$ cat src/rtl/uart_pkg.sv
// Shared UART definitions: transmit state encoding, parity type codes and default widths.
// Used by uart_tx and uart_tx_fsm (optional parity build: UART_TX_PARITY_EN).
package uart_pkg;

    localparam int DATA_WIDTH_DEF = 8;
    localparam int PRESCALE_W_DEF = 6;
    localparam int PRESCALE_MIN   = 4;

    localparam logic PAR_EVEN = 1'b0;
    localparam logic PAR_ODD  = 1'b1;

    typedef enum logic [2:0] {
        IDLE   = 3'd0,
        START  = 3'd1,
        DATA   = 3'd2,
        PARITY = 3'd3,
        STOP   = 3'd4
    } tx_state_e;

endpackage

$ cat src/rtl/uart_tx_fsm.sv
// Transmit sequencer: state register, bit-cycle counter, data-bit index and acceptance decode.
// The PARITY state exists only when UART_TX_PARITY_EN is defined.
module uart_tx_fsm
    import uart_pkg::*;
#(
    parameter int DATA_WIDTH = DATA_WIDTH_DEF,
    parameter int PRESCALE_W = PRESCALE_W_DEF
) (
    input  logic                  clk,
    input  logic                  rst,
    input  logic                  data_valid,
    input  logic                  par_en,
    input  logic [PRESCALE_W-1:0] prescale,
    output tx_state_e             state_q,
    output tx_state_e             state_d,
    output logic                  accept,
    output logic                  shift_en
);

    localparam int IDX_W = (DATA_WIDTH > 1) ? $clog2(DATA_WIDTH) : 1;
    localparam logic [IDX_W-1:0] LAST_IDX = IDX_W'(DATA_WIDTH - 1);

    logic [PRESCALE_W-1:0] cnt_q, cnt_d;
    logic [IDX_W-1:0]      idx_q, idx_d;
    logic                  last_cnt;
    logic                  last_idx;

    // prescale is the per-frame captured value, so a bit boundary never moves mid-frame
    assign last_cnt = (cnt_q == prescale - PRESCALE_W'(1));
    assign last_idx = (idx_q == LAST_IDX);

`ifndef UART_TX_PARITY_EN
    logic unused_par_en;
    assign unused_par_en = par_en;
`endif

    always_ff @(posedge clk or negedge rst) begin
        if (!rst) begin
            state_q <= IDLE;
            cnt_q   <= '0;
            idx_q   <= '0;
        end else begin
            state_q <= state_d;
            cnt_q   <= cnt_d;
            idx_q   <= idx_d;
        end
    end

    always_comb begin
        state_d = state_q;
        case (state_q)
            IDLE:  if (accept) state_d = START;
            START: if (last_cnt) state_d = DATA;
            DATA: begin
                if (last_cnt && last_idx) begin
`ifdef UART_TX_PARITY_EN
                    state_d = par_en ? PARITY : STOP;
`else
                    state_d = STOP;
`endif
                end
            end
`ifdef UART_TX_PARITY_EN
            PARITY: if (last_cnt) state_d = STOP;
`endif
            STOP:    if (last_cnt) state_d = accept ? START : IDLE;
            default: state_d = IDLE;
        endcase

        cnt_d = (state_q == IDLE || last_cnt) ? '0 : cnt_q + PRESCALE_W'(1);

        idx_d = idx_q;
        if (state_q == DATA && last_cnt) begin
            idx_d = last_idx ? '0 : idx_q + IDX_W'(1);
        end
    end

    // Accept in IDLE, or in the final stop cycle so the next start bit follows with no gap
    always_comb begin
        accept   = data_valid && ((state_q == IDLE) || (state_q == STOP && last_cnt));
        shift_en = (state_q == DATA) && last_cnt && !last_idx;
    end

endmodule

$ cat src/rtl/uart_tx.sv
// UART transmitter datapath: capture registers, shift register, parity and registered outputs.
// Define UART_TX_PARITY_EN to build the optional parity bit; otherwise PAR_EN/PAR_TYP are ignored.
module uart_tx
    import uart_pkg::*;
#(
    parameter int DATA_WIDTH = DATA_WIDTH_DEF,
    parameter int PRESCALE_W = PRESCALE_W_DEF
) (
    input  logic                  clk,
    input  logic                  rst,
    input  logic [DATA_WIDTH-1:0] P_DATA,
    input  logic                  DATA_VALID,
    input  logic                  PAR_EN,
    input  logic                  PAR_TYP,
    input  logic [PRESCALE_W-1:0] Prescale,
    output logic                  TX_OUT,
    output logic                  Busy,
    output logic                  DATA_ACK
);

    tx_state_e             state_d;
    tx_state_e             fsm_state_unused;
    logic                  accept;
    logic                  shift_en;

    logic [DATA_WIDTH-1:0] shift_q, shift_d;
    logic [PRESCALE_W-1:0] pre_q, pre_d;
    logic                  tx_q, tx_d;
    logic                  busy_q, busy_d;
    logic                  ack_q, ack_d;
    logic                  par_en_cap;
    logic                  par_bit_tx;

`ifdef UART_TX_PARITY_EN
    logic par_en_q, par_en_d;
    logic par_bit_q, par_bit_d;

    // Parity is fixed at capture time from the word that will actually be sent
    always_comb begin
        par_en_d  = par_en_q;
        par_bit_d = par_bit_q;
        if (accept) begin
            par_en_d  = PAR_EN;
            par_bit_d = (PAR_TYP == PAR_ODD) ? ~(^P_DATA) : (^P_DATA);
        end
    end

    always_ff @(posedge clk or negedge rst) begin
        if (!rst) begin
            par_en_q  <= 1'b0;
            par_bit_q <= PAR_EVEN;
        end else begin
            par_en_q  <= par_en_d;
            par_bit_q <= par_bit_d;
        end
    end

    assign par_en_cap = par_en_q;
    assign par_bit_tx = par_bit_d;
`else
    logic unused_par_in;
    assign unused_par_in = PAR_EN ^ PAR_TYP;
    assign par_en_cap    = 1'b0;
    assign par_bit_tx    = 1'b1;
`endif

    uart_tx_fsm #(
        .DATA_WIDTH (DATA_WIDTH),
        .PRESCALE_W (PRESCALE_W)
    ) u_fsm (
        .clk        (clk),
        .rst        (rst),
        .data_valid (DATA_VALID),
        .par_en     (par_en_cap),
        .prescale   (pre_q),
        .state_q    (fsm_state_unused),
        .state_d    (state_d),
        .accept     (accept),
        .shift_en   (shift_en)
    );

    // Outputs are registered from the next state so the line changes on the same edge as the state
    always_comb begin
        shift_d = shift_q;
        pre_d   = pre_q;
        if (accept) begin
            shift_d = P_DATA;
            pre_d   = (Prescale < PRESCALE_W'(PRESCALE_MIN)) ? PRESCALE_W'(PRESCALE_MIN) : Prescale;
        end else if (shift_en) begin
            shift_d = shift_q >> 1;
        end

        case (state_d)
            IDLE:    tx_d = 1'b1;
            START:   tx_d = 1'b0;
            DATA:    tx_d = shift_d[0];
            PARITY:  tx_d = par_bit_tx;
            STOP:    tx_d = 1'b1;
            default: tx_d = 1'b1;
        endcase

        busy_d = (state_d != IDLE);
        ack_d  = accept;
    end

    always_ff @(posedge clk or negedge rst) begin
        if (!rst) begin
            shift_q <= '0;
            pre_q   <= PRESCALE_W'(PRESCALE_MIN);
            tx_q    <= 1'b1;
            busy_q  <= 1'b0;
            ack_q   <= 1'b0;
        end else begin
            shift_q <= shift_d;
            pre_q   <= pre_d;
            tx_q    <= tx_d;
            busy_q  <= busy_d;
            ack_q   <= ack_d;
        end
    end

    assign TX_OUT   = tx_q;
    assign Busy     = busy_q;
    assign DATA_ACK = ack_q;

endmodule

$ cat config.mk
export PLATFORM = sky130hd
export DESIGN_NAME = uart_tx
export DESIGN_NICKNAME = d
export VERILOG_FILES = /design/src/rtl/uart_pkg.sv /design/src/rtl/uart_tx_fsm.sv /design/src/rtl/uart_tx.sv
export SDC_FILE = /design/constraint.sdc
export NUM_CORES = 1
export LEC_CHECK = 0
export CAP_MARGIN = 20
export CORE_UTILIZATION = 40
export CTS_BUF_LIST = sky130_fd_sc_hd__clkbuf_4 sky130_fd_sc_hd__clkbuf_8 sky130_fd_sc_hd__clkbuf_16
export CTS_CLUSTER_DIAMETER = 30
export DETAILED_ROUTE_END_ITERATION = 6
export MAX_ROUTING_LAYER = met4
export SYNTH_ARGS = -nofsm -noshare
export SYNTH_HDL_FRONTEND = slang
export SYNTH_SLANG_ARGS = --single-unit
$ cat constraint.sdc
create_clock -name clk -period 3.5 [get_ports clk]
set_clock_uncertainty 0.1 [all_clocks]
set_input_delay 1.05 -clock clk [delete_from_list [all_inputs] [get_ports clk]]
set_output_delay 1.05 -clock clk [all_outputs]
set_load 0.02 [all_outputs]
# Yosys cells after proc, flatten, opt, wreduce, memory -nomap -nowiden
# Index checks and enable logic that the tools add are counted.
[word_totals]
regBits = 29
input_bits = 19
word_cells = 43
[classes]
addsub = 3
order_cmp = 1
eq_ne = 7
n_mux = 12
n_reduce_logical = 11
[ops]
columns = ["cell", "count"]
rows = [
  ["8-bit two-way mux", 2],
  ["3-bit two-way mux", 5],
  ["6-bit two-way mux", 2],
  ["3-bit case mux with 4 select lines", 1],
  ["6-bit by 1-bit adder with 6-bit output (second input constant)", 1],
  ["3-bit by 1-bit equality test with 1-bit output (second input constant)", 2],
  ["3-bit by 2-bit equality test with 1-bit output (second input constant)", 2],
  ["3-bit equality test (second input constant)", 2],
  ["6-bit equality test", 1],
  ["6-bit by 3-bit less-than comparator with 1-bit output (second input constant)", 1],
  ["6-bit by 1-bit subtractor with 6-bit output (second input constant)", 1],
  ["1-bit logical AND", 5],
  ["3-bit by 1-bit adder with 3-bit output (second input constant)", 1],
  ["3-bit zero test", 1],
  ["3-bit nonzero test", 1],
  ["1-bit logical OR", 2],
  ["1-bit case mux with 2 select lines", 1],
  ["2-bit nonzero test", 1],
  ["1-bit zero test", 1],
  ["1-bit two-way mux", 1],
]

# Longest topological paths before layout
# Gate-level depths: netlist (run 1).
[depth]
ltp_word = 10
mapped_depth = 10

# Modules after synthesis
# A second synthesis (run 1) with hierarchy kept.
[hier_totals]
hier_cells = 140
hier_area_um2 = 1498.9
[modules_own_cells]
columns = ["mod", "n_inst", "cells_per_inst", "area_each_um2"]
rows = [
  ["uart_tx_fsm", 1, 77, 780.7],
  ["uart_tx", 1, 63, 718.2],
]

# Worst setup path after synthesis (run 1)
# Ideal clock, no wire load.
[synth_timing]
path_kind = "reg2reg"
from = "register pre_q[0]"
to = "register shift_q[0]"
arrival_ns = 2.301
t_required_ns = 3.275
path_slack_ns = 0.974
stages_incl_launch_ff = 10
synth_period_minus_slack_ns = 2.526
path_cell_list = "dfrtp_1 inv_1 ha_1 nor2b_1 or3_1 a31oi_1 and4_4 buf_6 mux2_2 mux2_2"
[synth_via]
elab_chain_len = 6
word_cells_on_any_way = 9
classes_between = "add/sub (1); eq/ne (1); mux (2); reduce/logical (5)"
[synth_lines]
columns = ["element", "line", "source"]
rows = [
  ["start: declaration", "uart_tx.sv:27", "logic [PRESCALE_W-1:0] pre_q, pre_d;"],
  ["start signal: assignment", "uart_tx.sv:109", "pre_q <= PRESCALE_W'(PRESCALE_MIN);"],
  ["start signal: assignment", "uart_tx.sv:115", "pre_q <= pre_d;"],
  ["6-bit by 1-bit subtractor with 6-bit output *", "uart_tx_fsm.sv:29", "assign last_cnt = (cnt_q == prescale - PRESCALE_W'(1));"],
  ["6-bit equality test *", "uart_tx_fsm.sv:29", ""],
  ["1-bit logical AND, on equally long branches", "uart_tx_fsm.sv:81, uart_tx_fsm.sv:80", ""],
  ["1-bit logical AND or 1-bit logical OR (tied branches)", "uart_tx_fsm.sv:81, uart_tx_fsm.sv:80", ""],
  ["8-bit two-way mux or 1-bit logical AND (tied branches)", "uart_tx.sv:89, uart_tx_fsm.sv:80", ""],
  ["8-bit two-way mux *", "uart_tx.sv:86", "if (accept) begin"],
  ["net shift_d[0]", "uart_tx.sv:26", "logic [DATA_WIDTH-1:0] shift_q, shift_d;"],
  ["end signal: assignment", "uart_tx.sv:114", "shift_q <= shift_d;"],
  ["end: declaration", "uart_tx.sv:26", ""],
]
# The timed path passes the listed nets; every way through them passes the cells marked *. The select of a mux whose other input is x is not followed.
# A chain may end at the register's enable or synchronous reset.

# Worst setup path in the final report (run 1)
[layout_timing]
from = "input port DATA_VALID"
to = "register shift_q[4]"
[layout_via]
elab_chain_len = 2
word_cells_on_any_way = 3
classes_between = "mux (1); reduce/logical (2)"
[layout_lines]
columns = ["element", "line", "source"]
rows = [
  ["start: declaration", "uart_tx.sv:12", "input logic DATA_VALID,"],
  ["1-bit logical AND *", "uart_tx_fsm.sv:80", "accept = data_valid && ((state_q == IDLE) || (state_q == STOP && last_cnt));"],
  ["8-bit two-way mux or 2-bit nonzero test (tied branches)", "-", ""],
]
# Every way passes the cells marked *; elsewhere a longest branch is shown, timed or not.

==> flow_metrics.env, run 1 <==
export IMPL_r2r_slack_ns=0.76
export IMPL_power_share_sequential_pct=40.8
export IMPL_pwr_share_clk_pct=20.3
export IMPL_rsz0062_at_grt="no"
export IMPL_cts_resized=0
export IMPL_dr_wl_met3_um=162
export IMPL_nFillCells=376
export IMPL_holdBufCountCts=0
export IMPL_dp_slack_ns=0.4695
export IMPL_drtPass1Iterations=4
export IMPL_grt_pass1_wl_um=5513
export IMPL_fmax_mhz=358.9
export IMPL_grt_usage_pct=18.01
export IMPL_fin_crit_ns=2.786
export IMPL_cellLeakagePower_nw=0.8173
export IMPL_path_cells="clkdlybuf4s50_1, nand3b_1, nor3_2, or3_1, a31oi_1"
export IMPL_clk_pin_slew_ns=0.06
export IMPL_synth_seq_cells=29
export IMPL_fin_tns_setup_ns=0
export IMPL_diodes=0
export IMPL_crit_path_end_kind="flip-flop"
export IMPL_netlist_instances=151
export IMPL_grt_max_degree=30
export IMPL_holdPathStages=1
export IMPL_num_vias=1226
export IMPL_antenna_left=0
export IMPL_fp_coreArea_sq_um=3744
export IMPL_nets=199
export IMPL_syn_cell_area_sq_um=1587
export IMPL_hp_class="flip-flop to flip-flop"
export IMPL_clock_path_buffers=2
export IMPL_hold_start="u_fsm.idx_q[1]"
export IMPL_die_w_um=64.98
export IMPL_postSynth_asyncResetShare_pct=100.0
export IMPL_cts_setup_buffers=0
export IMPL_r2r_start="pre_q[0]"
export IMPL_ir_worst_vdd_mv=0.3684
export IMPL_cts_buffers=5
export IMPL_hold_viol_final=0
export IMPL_synth_cell_types=41
export IMPL_syn_mean_instance_area_sq_um=10.51
export IMPL_clock_latency_ns=0.27
export IMPL_required_ns=3.53
export IMPL_worst_pin_slew_ns=0.7768
export IMPL_viasPerCell=5.449
export IMPL_area_growth_pct=20.74
export IMPL_comb_power_share_pct=38.8
export IMPL_p_sw_mw=0.5176
export IMPL_ys_seq_area_share_pct=45.90
export IMPL_cp_arrival_ns=2.82
export IMPL_dpl_hpwl_um=2402
export IMPL_htreeDepth=2
export IMPL_setup_viol=0
export IMPL_met1_length_um=1461
export IMPL_cp_buffers_inverters=1
export IMPL_crit_family="simple AND/OR/NAND/NOR gates"
export IMPL_cts_sinks=29
export IMPL_grt_pass1_vias=1188
export IMPL_die_h_um=64.98
export IMPL_gp_congestion=0.7675
export IMPL_start_util_pct=42.38
export IMPL_status="finished, final reports clean"
export IMPL_holdPathEnd="u_fsm.idx_q[1]"
export IMPL_routed_wl_um=3136
export IMPL_r2r_cells=8
export IMPL_critPathSlowestCell="clkdlybuf4s50_1"
export IMPL_antenna_found_initial=0
export IMPL_slew_violations=0
export IMPL_crit_fanout=10
export IMPL_wl_per_cell_um=13.94
export IMPL_cts_root_buf="clkbuf_8"
export IMPL_syn_nets=174
export IMPL_sw_frac_of_total_pct=36.14
export IMPL_drive_gt1_share_pct=18.08
export IMPL_io_pins=22
export IMPL_row_count=22
export IMPL_synth_edff_count=0
export IMPL_crit_path_max_incr_delay_ns=0.50
export IMPL_yosys_most_used_dff="dfrtp_1"
export IMPL_grt_overflow=0
export IMPL_reg2reg_to="Busy"
export IMPL_critical_path_class="input port to flip-flop"
export IMPL_cp_depth=5
export IMPL_worst_setup_path_start_kind="input port"
export IMPL_power_density_nw_per_um2=747.5
export IMPL_io_buffers=19
export IMPL_cts_tree="done"
export IMPL_fin_ws_ns=0.7140
export IMPL_relSlewSlack_pct=48.21
export IMPL_die_area_sq_um=4222
export IMPL_wl_met2_um=1481
export IMPL_topRoutingLayerUsed="met4"
export IMPL_max_cap_viol_count=0
export IMPL_drcViolationCount=0
export IMPL_p_int_mw=0.9144
export IMPL_synth_warnings=0
export IMPL_fin_crit_sh_pct=79.60
export IMPL_drtIter0Drc=91
==> routing by layer <==
layer / vias up / GRT usage, %
met4: 0 / 5.000
li1: 609 / -
met1: 584 / 22.74
met5: - / -
met3: 4 / 6.162
met2: 29 / 27.34
==> power by group through the flow <==
stage / Sequential [mW] / Clock [mW] / Combinational [mW]
2_1_floorplan: 0.558 / 0 / 0.454
3_3_place_gp: 0.584 / 0 / 0.530
3_5_place_dp: 0.590 / 0 / 0.562
4_1_cts: 0.585 / 0.299 / 0.563
5_1_grt: 0.602 / 0.319 / 0.629
6_report: 0.585 / 0.291 / 0.556
==> state kept, by name (all words and copies together), names as in the netlist <==
register and count:
Busy 1, DATA_ACK 1, TX_OUT 1, pre_q 6
shift_q 8, u_fsm.cnt_q 6, u_fsm.idx_q 3, u_fsm.state_q 3
==> Yosys cell counts, drive strengths merged (4+ instances only) <==
library cell	count	area [sq um]
nor4	7	50.05
nand2	6	30.03
xnor2	6	52.55
buf	4	41.29
a31oi	8	62.56
nand3	9	45.04
xor2	4	35.03
mux2	8	90.09
ha	4	50.05
o21ai	13	72.57
dfrtp	27	675.7
nor2	12	45.04
inv	10	37.54
==> cell families (layout without fill, tap and decap cells) <==
kind of cell,after synthesis,in the layout,share of synthesized area [%]
and+or+nand+nor,52,52,18.77
AOI/OAI and AO/OA,34,34,16.01
DFF,29,29,45.90
buffers and inverters,14,40,4.969
xor gates and xnor gates,10,10,5.520
muxes,8,8,5.678
adders and majority gates,4,4,3.155
==> through the flow <==
stage | instance area [sq um] | hold slack (ns) | instances | power, mW | utilization, %
global placement | 1818 | 0.3939 | 217 | 1.115 | 48.56
floorplan | 1587 | 0.3732 | 151 | 1.012 | -
detailed placement | 1818 | 0.4024 | 217 | 1.151 | 48.56
global route | 1916 | 0.4441 | 225 | 1.550 | 51.17
finish | 1916 | 0.4147 | 225 | 1.432 | 51.17
CTS | 1916 | 0.4165 | 225 | 1.446 | 51.17
==> worst max path at each step <==
stage | startpoint | endpoint | slack [ns]
3_5_place_dp | DATA_VALID | shift_q[4] | 0.47
4_1_cts | DATA_VALID | shift_q[4] | 0.74
5_1_grt | pre_q[0] | Busy | 0.52
6_report | DATA_VALID | shift_q[4] | 0.71
2_1_floorplan | pre_q[0] | shift_q[0] | 0.97
3_3_place_gp | DATA_VALID | shift_q[1] | 0.54
==> area by class of cell <==
type | count | area [sq um] | share of cell area, %
Timing Repair Buffer | 22 | 212.7 | 11.10
Multi-Input combinational cell | 108 | 779.5 | 40.69
Tap cell | 48 | 60.06 | 3.135
Inverter | 10 | 37.54 | 1.960
Clock buffer | 8 | 97.59 | 5.095
Sequential cell | 29 | 728.2 | 38.01
==> placed cells by master (no fill, tap or decap), types with 2 or more instances in the layout <==
cell type,netlist,layout
dfrtp_1,27,27
or3_1,3,3
ha_1,4,4
nand4_1,2,2
dfstp_2,2,2
nand2_1,5,5
clkbuf_4,0,2
nor2_1,12,12
clkbuf_8,0,6
clkdlybuf4s50_1,0,19
xor2_1,4,4
buf_4,1,3
mux2_2,8,8
o31ai_1,2,2
a41oi_1,2,2
xnor2_1,6,6
inv_1,10,10
nor2b_1,3,3
nor4_1,6,6
a31oi_1,6,6
a31oi_2,2,2
a21oi_1,3,3
nand3_1,9,9
o21ai_0,11,11
o21ai_2,2,2
No activity file was read; power rests on OpenSTA's default activity.
==> inputs of run 2 (changes only) <==
clock period = 2.5 ns   (was 3.5 ns; I/O delays follow)
==> run 2 against run 1 <==
Net effect: die area unchanged; largest power group is now combinational cells; setup slack worse by 0.60 ns; clock-buffer cell count did not move; highest routed layer unchanged.
==> flow_metrics.env, run 2 (synthesis gave the netlist of run 1 again) <==
export IMPL_htreeDepth=2
export IMPL_cellLeakagePower_nw=0.8661
export IMPL_drtIter0Drc=51
export IMPL_row_count=22
export IMPL_grt_pass1_vias=1210
export IMPL_layout_common_cells="27 x dfrtp_1, 19 x clkdlybuf4s50_1, 11 x nor2_1, 11 x buf_4"
export IMPL_fmax_mhz=419.3
export IMPL_hold_viol_final=0
export IMPL_start_util_pct=42.38
export IMPL_grt_overflow=0
export IMPL_hold_start="u_fsm.cnt_q[0]"
export IMPL_cts_setup_buffers=0
export IMPL_rsz0062_at_grt="yes"
export IMPL_power_share_sequential_pct=38.7
export IMPL_crit_fanout=4
export IMPL_holdPathStages=1
export IMPL_nets=207
export IMPL_clock_latency_ns=0.27
export IMPL_r2r_start="pre_q[0]"
export IMPL_holdPathEnd="u_fsm.cnt_q[0]"
export IMPL_die_area_sq_um=4222
export IMPL_sw_frac_of_total_pct=36.07
export IMPL_drcViolationCount=0
export IMPL_grt_pass1_wl_um=5561
export IMPL_grt_usage_pct=18.34
export IMPL_p_total_mw=2.085
export IMPL_wl_per_cell_um=14.00
export IMPL_relSlewSlack_pct=50.88
export IMPL_drive_gt1_share_pct=24.86
export IMPL_r2r_cells=8
export IMPL_io_buffers=19
export IMPL_worst_setup_path_start_kind="flip-flop"
export IMPL_fin_ws_ns=0.1152
export IMPL_power_density_nw_per_um2=1035
export IMPL_routed_wl_um=3261
export IMPL_r2r_slack_ns=0.12
export IMPL_pwr_share_clk_pct=19.5
export IMPL_crit_path_end_kind="flip-flop"
export IMPL_dp_slack_ns=0.07680
export IMPL_cts_buffers=5
export IMPL_diodes=0
export IMPL_slew_violations=0
export IMPL_grt_max_degree=30
export IMPL_antenna_left=0
export IMPL_largest_register="shift_q"
export IMPL_final_common_cell="dfrtp_1"
export IMPL_max_cap_viol_count=0
export IMPL_drtPass1Iterations=4
export IMPL_setup_viol=0
export IMPL_cts_tree="done"
export IMPL_clock_path_buffers=2
export IMPL_reg2reg_to="Busy"
export IMPL_gp_congestion=0.9475
export IMPL_p_int_mw=1.333
export IMPL_io_pins=22
export IMPL_clk_pin_slew_ns=0.06
export IMPL_final_util_pct=53.84
export IMPL_viasPerCell=5.395
export IMPL_critical_path_class="flip-flop to flip-flop"
export IMPL_worst_pin_slew_ns=0.7306
export IMPL_cts_root_buf="clkbuf_8"
export IMPL_antenna_found_initial=0
export IMPL_dpl_hpwl_um=2466
export IMPL_comb_power_share_pct=41.8
export IMPL_cts_sinks=29
export IMPL_p_sw_mw=0.7521
export IMPL_hp_class="flip-flop to flip-flop"
export IMPL_area_growth_pct=27.05
export IMPL_die_h_um=64.98
export IMPL_die_w_um=64.98
export IMPL_largest_reg_flops=8
export IMPL_fin_crit_sh_pct=95.39
export IMPL_num_vias=1257
export IMPL_cp_arrival_ns=2.44
export IMPL_ir_worst_vdd_mv=0.4864
export IMPL_required_ns=2.56
export IMPL_nFillCells=359
export IMPL_fin_crit_ns=2.385
export IMPL_largestRegisters="shift_q (8), pre_q (6), u_fsm.cnt_q (6)"
export IMPL_fp_coreArea_sq_um=3744
export IMPL_status="finished, final reports clean"
[run 2: cell types whose count changed in the layout (fill, tap and decap cells not counted)]
cell and delta:
or3_4 +2, o41ai_2 +1, nor2_1 -1, o31ai_1 -1, or3_1 -2, buf_4 +8
o41ai_1 -1, nor2_2 +1, a31oi_4 +1, o31ai_2 +1, o21ai_0 -1, o21ai_1 +1
a31oi_1 -1
[run 2: worst max-delay path, cell delays in order, from the launching register on]
cell	delay [ns]
dfrtp_1	0.35
inv_1	0.05
ha_1	0.22
nor2b_1	0.13
or3_4	0.38
a31o_2	0.29
o21ai_2	0.25
o32ai_1	0.14
or3_1	0.36
[run 2: power groups by stage]
stage	clock, mW	sequential [mW]	combinational (mW)
3_3_place_gp	0	0.804	0.797
2_1_floorplan	0	0.781	0.649
5_1_grt	0.439	0.835	0.972
3_5_place_dp	0	0.814	0.823
6_report	0.408	0.807	0.871
4_1_cts	0.420	0.807	0.827
[run 2: timing repair]
item / in CTS / in global routing
hold buffers: 0 / 0
gates resized for setup: 0 / 7
setup endpoints to repair: 0 / 13
[run 2: how the worst max path moves through the flow]
| stage | startpoint | endpoint | depth (start not counted) |
|---|---|---|---|
| 2_1_floorplan | pre_q[0] | shift_q[0] | 9 |
| 3_3_place_gp | DATA_VALID | shift_q[1] | 5 |
| 3_5_place_dp | DATA_VALID | shift_q[6] | 5 |
| 4_1_cts | pre_q[0] | shift_q[0] | 8 |
| 5_1_grt | pre_q[0] | Busy | 8 |
| 6_report | pre_q[0] | Busy | 8 |
[run 2: cell type report]
class,count,area [sq um],area share [%]
tap,48,60.06,2.980
inverter,10,37.54,1.862
clock buffer,8,97.59,4.842
sequential,29,728.2,36.13
multi-input combinational,108,819.5,40.66
timing repair buffer,30,272.8,13.53
[run 2: per-stage QoR]
stage | instance area (sq um) | hold WS, ns | instances | TNS (ns)
final | 2016 | 0.4224 | 233 | 0
after detailed placement | 1884 | 0.4174 | 225 | 0
after floorplan | 1593 | 0.3544 | 151 | 0
after global routing | 2016 | 0.4590 | 233 | -0.03018
after CTS | 1982 | 0.4292 | 233 | 0
after global placement | 1884 | 0.3938 | 225 | 0
[run 2: metal layers]
metal | track usage, % | up-vias | part of all wire, %
met5 | - | - | 0
li1 | - | 621 | -
met1 | 22.25 | 606 | 47
met2 | 27.86 | 21 | 48
met3 | 4.401 | 9 | 3.5
met4 | 10.28 | 0 | 1.7
==> inputs of run 3 (changes only) <==
ABC_CLOCK_PERIOD_IN_PS = 2500   (was not set)
HOLD_SLACK_MARGIN = 0.02   (was not set)
==> results of run 3 <==
Final layout, timing and power as in run 2 (identical DEF).
